--- config.mk ---
export PLATFORM = sky130hd
export DESIGN_NAME = multicycle_ctrl
export DESIGN_NICKNAME = d
export VERILOG_FILES = /design/src/rtl/multicycle_ctrl.sv
export SDC_FILE = /design/constraint.sdc
export NUM_CORES = 1
export LEC_CHECK = 0
export ABC_CLOCK_PERIOD_IN_PS = 2100
export BUFFER_PORTS_ARGS = -buffer_cell sky130_fd_sc_hd__buf_2
export CORE_MARGIN = 2
export CORE_UTILIZATION = 45
export CTS_CLUSTER_DIAMETER = 120
export DETAILED_ROUTE_END_ITERATION = 16
export PLACE_DENSITY_LB_ADDON = 0.12
export SKIP_CTS_REPAIR_TIMING = 1
export SLEW_MARGIN = 15
export SYNTH_ARGS = -nofsm -noshare
export SYNTH_HDL_FRONTEND = slang
export SYNTH_SLANG_ARGS = --single-unit
--- constraint.sdc ---
create_clock -name clk -period 2.1 [get_ports clk]
set_input_delay 0.105 -clock clk [delete_from_list [all_inputs] [get_ports clk]]
set_output_delay 0.105 -clock clk [all_outputs]
set_load 0.02 [all_outputs]
--- src/rtl/multicycle_ctrl.sv ---
// multicycle_ctrl: multicycle MIPS-subset control FSM with a memory wait-state watchdog.
// Optional build macro ILLEGAL_TRAP_EN: ILLEGAL becomes a terminal trap state and the illegal_op port is added.
module multicycle_ctrl #(
  parameter int MEM_TIMEOUT = 15
) (
  input  logic       clk,
  input  logic       rst_n,
  input  logic [5:0] OPCode,
  input  logic       zero,
  input  logic       mem_ready,
  output logic       pc_write,
  output logic       pc_write_cond,
  output logic       branch_ne,
  output logic       iord,
  output logic       mem_read,
  output logic       mem_write,
  output logic       ir_write,
  output logic [1:0] reg_dst,
  output logic [1:0] mem_to_reg,
  output logic       reg_write,
  output logic       alu_src_a,
  output logic [1:0] alu_src_b,
  output logic       alu_tipo_r,
  output logic [3:0] alu_nao_r,
  output logic [1:0] pc_source,
  output logic       mem_err,
`ifdef ILLEGAL_TRAP_EN
  output logic       illegal_op,
`endif
  output logic [3:0] state_o
);

  typedef enum logic [3:0] {
    S_FETCH    = 4'd0,
    S_DECODE   = 4'd1,
    S_EXEC_R   = 4'd2,
    S_WB_R     = 4'd3,
    S_EXEC_I   = 4'd4,
    S_WB_I     = 4'd5,
    S_MEM_ADDR = 4'd6,
    S_MEM_RD   = 4'd7,
    S_WB_MEM   = 4'd8,
    S_MEM_WR   = 4'd9,
    S_BRANCH   = 4'd10,
    S_JUMP     = 4'd11,
    S_ILLEGAL  = 4'd12
  } state_t;

  localparam logic [5:0] OP_R     = 6'b000000;
  localparam logic [5:0] OP_J     = 6'b000010;
  localparam logic [5:0] OP_JAL   = 6'b000011;
  localparam logic [5:0] OP_BEQ   = 6'b000100;
  localparam logic [5:0] OP_BNE   = 6'b000101;
  localparam logic [5:0] OP_ADDI  = 6'b001000;
  localparam logic [5:0] OP_SLTI  = 6'b001010;
  localparam logic [5:0] OP_SLTIU = 6'b001011;
  localparam logic [5:0] OP_ANDI  = 6'b001100;
  localparam logic [5:0] OP_ORI   = 6'b001101;
  localparam logic [5:0] OP_XORI  = 6'b001110;
  localparam logic [5:0] OP_LUI   = 6'b001111;
  localparam logic [5:0] OP_LW    = 6'b100011;
  localparam logic [5:0] OP_SW    = 6'b101011;

  localparam logic [3:0] ALU_AND  = 4'b0000;
  localparam logic [3:0] ALU_OR   = 4'b0001;
  localparam logic [3:0] ALU_ADD  = 4'b0010;
  localparam logic [3:0] ALU_XOR  = 4'b0011;
  localparam logic [3:0] ALU_SUB  = 4'b0110;
  localparam logic [3:0] ALU_SLTU = 4'b0111;
  localparam logic [3:0] ALU_SLT  = 4'b1000;
  localparam logic [3:0] ALU_LUI  = 4'b1100;

  state_t     r_state;
  state_t     w_next;
  logic [7:0] r_cnt;
  logic       r_err;
  logic       w_mem_st;
  logic       w_timeout;
  logic       w_hold;
  logic       w_unused;

  // Branch resolution happens in the datapath; zero is only carried through the interface.
  assign w_unused  = zero;
  assign w_mem_st  = (r_state == S_FETCH) || (r_state == S_MEM_RD) || (r_state == S_MEM_WR);
  assign w_timeout = w_mem_st && !mem_ready && (r_cnt == 8'(MEM_TIMEOUT - 1));
  assign w_hold    = w_mem_st && !mem_ready && !w_timeout;
  assign mem_err   = r_err;
  assign state_o   = r_state;

  // State register; reset abandons any access in flight.
  always_ff @(posedge clk or negedge rst_n) begin
    if (!rst_n) r_state <= S_FETCH;
    else        r_state <= w_next;
  end

  // Wait-state counter and sticky timeout flag.
  always_ff @(posedge clk or negedge rst_n) begin
    if (!rst_n) begin
      r_cnt <= '0;
      r_err <= 1'b0;
    end else begin
      r_cnt <= w_hold ? r_cnt + 8'd1 : '0;
      if (w_timeout) r_err <= 1'b1;
    end
  end

  // Next-state and Moore output decode; everything idles while reset is held.
  always_comb begin
    w_next        = r_state;
    pc_write      = 1'b0;
    pc_write_cond = 1'b0;
    branch_ne     = 1'b0;
    iord          = 1'b0;
    mem_read      = 1'b0;
    mem_write     = 1'b0;
    ir_write      = 1'b0;
    reg_dst       = 2'd0;
    mem_to_reg    = 2'd0;
    reg_write     = 1'b0;
    alu_src_a     = 1'b0;
    alu_src_b     = 2'd0;
    alu_tipo_r    = 1'b0;
    alu_nao_r     = ALU_ADD;
    pc_source     = 2'd0;
`ifdef ILLEGAL_TRAP_EN
    illegal_op    = 1'b0;
`endif
    if (rst_n) begin
      case (r_state)
        S_FETCH: begin
          mem_read  = 1'b1;
          ir_write  = mem_ready;
          pc_write  = mem_ready;
          alu_src_b = mem_ready ? 2'd1 : 2'd0;
          w_next    = mem_ready ? S_DECODE : S_FETCH;
        end
        S_DECODE: begin
          alu_src_b = 2'd3;
          case (OPCode)
            OP_R:                                             w_next = S_EXEC_R;
            OP_ADDI, OP_ANDI, OP_ORI, OP_XORI,
            OP_SLTI, OP_SLTIU, OP_LUI:                        w_next = S_EXEC_I;
            OP_LW, OP_SW:                                     w_next = S_MEM_ADDR;
            OP_BEQ, OP_BNE:                                   w_next = S_BRANCH;
            OP_J, OP_JAL:                                     w_next = S_JUMP;
            default:                                          w_next = S_ILLEGAL;
          endcase
        end
        S_EXEC_R: begin
          alu_src_a  = 1'b1;
          alu_tipo_r = 1'b1;
          w_next     = S_WB_R;
        end
        S_WB_R: begin
          reg_dst   = 2'd1;
          reg_write = 1'b1;
          w_next    = S_FETCH;
        end
        S_EXEC_I: begin
          alu_src_a = 1'b1;
          alu_src_b = 2'd2;
          case (OPCode)
            OP_ANDI:  alu_nao_r = ALU_AND;
            OP_ORI:   alu_nao_r = ALU_OR;
            OP_XORI:  alu_nao_r = ALU_XOR;
            OP_SLTI:  alu_nao_r = ALU_SLT;
            OP_SLTIU: alu_nao_r = ALU_SLTU;
            OP_LUI:   alu_nao_r = ALU_LUI;
            default:  alu_nao_r = ALU_ADD;
          endcase
          w_next = S_WB_I;
        end
        S_WB_I: begin
          reg_write = 1'b1;
          w_next    = S_FETCH;
        end
        S_MEM_ADDR: begin
          alu_src_a = 1'b1;
          alu_src_b = 2'd2;
          w_next    = (OPCode == OP_LW) ? S_MEM_RD : S_MEM_WR;
        end
        S_MEM_RD: begin
          mem_read = 1'b1;
          iord     = 1'b1;
          w_next   = mem_ready ? S_WB_MEM : S_MEM_RD;
        end
        S_WB_MEM: begin
          mem_to_reg = 2'd1;
          reg_write  = 1'b1;
          w_next     = S_FETCH;
        end
        S_MEM_WR: begin
          mem_write = 1'b1;
          iord      = 1'b1;
          w_next    = mem_ready ? S_FETCH : S_MEM_WR;
        end
        S_BRANCH: begin
          alu_src_a     = 1'b1;
          alu_nao_r     = ALU_SUB;
          pc_write_cond = 1'b1;
          pc_source     = 2'd1;
          branch_ne     = (OPCode == OP_BNE);
          w_next        = S_FETCH;
        end
        S_JUMP: begin
          pc_write   = 1'b1;
          pc_source  = 2'd2;
          reg_write  = (OPCode == OP_JAL);
          reg_dst    = (OPCode == OP_JAL) ? 2'd2 : 2'd0;
          mem_to_reg = (OPCode == OP_JAL) ? 2'd2 : 2'd0;
          w_next     = S_FETCH;
        end
        S_ILLEGAL: begin
`ifdef ILLEGAL_TRAP_EN
          illegal_op = 1'b1;
          w_next     = S_ILLEGAL;
`else
          w_next     = S_FETCH;
`endif
        end
        default: w_next = S_FETCH;
      endcase
      if (w_timeout) w_next = S_FETCH;
    end
  end

endmodule

==> impl_metrics.json <==
{
  "run_status": "finished, final reports clean",
  "maximum_number_of_pins_on_one_net_before_global_route_repair": 20,
  "synth-edff-count": 0,
  "startpoint_of_the_worst_register_to_register_path": "state_o[1]$_DFFE_PN0P_",
  "synth-main-ff-cell": "dfrtp_1",
  "first_global_vias": 1040,
  "drive_gt1_share_pct": 29.51,
  "critPathTopFamily": "simple AND/OR/NAND/NOR gates",
  "post-dp-hpwl_microns": 2189,
  "wire_length_of_the_first_global_routing_pass_microns": 4767,
  "wl_met3_microns": 158,
  "worstPathArrival_ns": 1.83,
  "max-cap-violations": 0,
  "die_area_sq_mm": 0.003101,
  "die_height_microns": 55.69,
  "core_area_sq_mm": 0.002500,
  "insertion_delay_ns": 0.27,
  "worst_path_clk_slew_ns": 0.08,
  "drt_iter0_drc": 22,
  "highest_layer": "met3",
  "start_util_pct": 48.10,
  "final.setup.worst_slack_ns": 0.1646,
  "setup.worst_path.start_class": "flip-flop",
  "count_of_synthesis_stage_warnings_from_yosys": 0,
  "grt_use_total_pct": 18.35,
  "slew-limit-headroom_pct": 66.75,
  "die_width_microns": 55.69,
  "yosysUniqueCellTypes": 50,
  "fmaxAchievable_ghz": 0.5167,
  "worstRegToRegCells": 5,
  "clock-sinks": 13,
  "dr_total_vias": 1191,
  "worstPathRequired_ns": 2.00,
  "drtPass1Iterations": 4,
  "worst_path_max_delay_cell": "dfrtp_2",
  "routed_wl_microns": 2900,
  "syn-instance-count": 151,
  "post-route-period-util_pct": 92.16,
  "yosys_register_bits": 13,
  "worstSetupEndpointType": "output port",
  "crit_chain": "nand2b_1, nor3_1, and4_1, nand2_1, o22ai_1, buf_2",
  "place_ws_ns": 0.3038,
  "tightest_pin_transition_ns": 0.4988,
  "period_needed_ns": 1.935,
  "hold_path_depth": 3,
  "grt_antenna_before_repair": 0,
  "whs_endpoint": "state_o[1]$_DFFE_PN0P_",
  "power.total_w": 0.001266,
  "area_growth_pct": 16.23,
  "critPathKind": "flip-flop to output port",
  "setup_skew_ns": 0.0004693,
  "cts_tree": "yes",
  "timing.reg2reg.setup_slack_ns": 0.34,
  "postSynthNetCount": 163,
  "layout.cells.most_common": "buf_2",
  "cellLeakagePower_nw": 0.6598,
  "vias_per_cell": 5.592,
  "power-per-cell-area_mw_per_mm2": 905.8,
  "setup_total_negative_slack_ns": 0,
  "timing.critical_path.fanout_max": 11,
  "hold_start": "OPCode[4]",
  "drt-met1-wl_microns": 1432,
  "drv_slew": 0,
  "total_grt_overflow": 0,
  "dr_wl_met2_microns": 1310,
  "share_of_synthesized_registers_carrying_an_async_set_or_reset_pct": 100.0,
  "clockBufferDepth": 2,
  "count_of_endpoints_failing_setup_in_the_final_report": 0,
  "min_path_type": "primary input to flip-flop",
  "placement_rows": 18,
  "ys_seq_area_share_pct": 27.06,
  "io_pins": 37,
  "synthesis.area_per_instance_sq_um": 7.963,
  "worstReg2RegEnd": "state_o[3]$_DFFE_PN0P_",
  "synth.cell_area_sq_mm": 0.001202,
  "power.ir.vdd_worst_mv": 0.6974,
  "cts_bufs_inserted": 3,
  "layout_common_cells": "buf_2, nor2_1, nand2_1",
  "final_hold_viol_count": 0,
  "fin_nets": 196,
  "grt_setup_unrepaired": "no",
  "place_congestion": 0.9081,
  "max_stage_delay_ns": 0.50,
  "path_buf_inv": 1,
  "cts_root_buf": "clkbuf_4",
  "detail_route.wl_per_cell_microns": 13.62,
  "drc": 0,
  "drt.antenna.violating_nets": 0,
  "cts_htree_levels": 1,
  "diodes": 0,
  "port_buffers": 35
}
-- metrics by stage --
step	cells	hold WS [ns]	area, sq um	util (%)
after floorplan	151	-0.1906	1202	-
after global placement	208	0.1366	1359	54.35
after detailed placement	208	0.1455	1359	54.35
after CTS	212	-0.1599	1385	55.41
after global routing	213	0.2667	1398	55.91
final	213	0.2599	1398	55.91
-- worst register-to-register path, delay by kind of cell, from the launching register on --
family / cells / cell delay, ns
simple gates: 3 / 0.72
compound gates: 2 / 0.40
flops: 1 / 0.57
-- final cells by class --
type / count / area [sq um]
multi-input combinational: 121 / 775.7
inverter: 6 / 22.52
tap: 30 / 37.54
sequential: 13 / 327.8
fill: 251 / 1102
timing repair buffer: 39 / 207.7
clock buffer: 4 / 26.28
-- how the worst max path moves through the flow --
stage                      startpoint                      to  cells past startpoint
2_1_floorplan  state_o[2]$_DFFE_PN0P_               alu_src_a                      3
5_1_grt        state_o[3]$_DFFE_PN0P_            alu_nao_r[2]                      6
3_5_place_dp   state_o[0]$_DFFE_PN0P_  state_o[3]$_DFFE_PN0P_                      5
4_1_cts        state_o[3]$_DFFE_PN0P_               reg_write                      6
3_3_place_gp   state_o[0]$_DFFE_PN0P_  state_o[0]$_DFFE_PN0P_                      4
6_report       state_o[3]$_DFFE_PN0P_            alu_nao_r[2]                      6
-- kinds of logic (layout without fill, tap and decap cells) --
family,Yosys count,after routing,share of synthesized area [%]
compound gates,37,37,22.06
xor+xnor,8,8,5.827
fa+ha+maj,2,2,2.081
flops,13,13,27.05
buf+inv,17,49,8.428
simple gates,74,74,34.55
-- cells in the mapped netlist, drive strengths merged (2+ instances only) --
cell type | count | area share, %
ha | 2 | 2.1
nor3b | 3 | 2.3
o21ai | 4 | 1.7
nand2b | 3 | 2.8
xnor2 | 3 | 2.2
xor2 | 5 | 3.6
nor3 | 6 | 2.5
or3 | 5 | 3.0
a21oi | 10 | 4.2
a21o | 2 | 1.2
clkbuf | 3 | 0.94
nor2 | 24 | 8.1
o2bb2ai | 2 | 2.0
buf | 8 | 5.6
nor2b | 5 | 2.8
a211oi | 2 | 1.2
o22ai | 5 | 2.6
nand3 | 4 | 1.7
dfrtp | 13 | 27
o211ai | 2 | 1.2
and4 | 3 | 2.2
nand2 | 12 | 3.7
inv | 6 | 1.9
nand4 | 2 | 1.0
-- flip-flops by register name, summed over array words and instances, names as in the netlist --
register,flops
mem_err,1
r_cnt,8
state_o,4
-- per-layer routing --
metal / vias up / GRT usage (%)
li1: 609 / -
met1: 549 / 27.52
met2: 33 / 27.38
met3: 0 / 4.419
met4: 0 / 2.091
met5: - / 0
-- where the power goes --
part | leakage, nW | total, W | switching [W] | internal [W]
Clock | 0.0150 | 0.000153 | 0.0000794 | 0.0000736
Combinational | 0.470 | 0.000704 | 0.000430 | 0.000274
Sequential | 0.175 | 0.000409 | 0.000116 | 0.000293
Note: power is estimated with default switching activity, not from simulation.
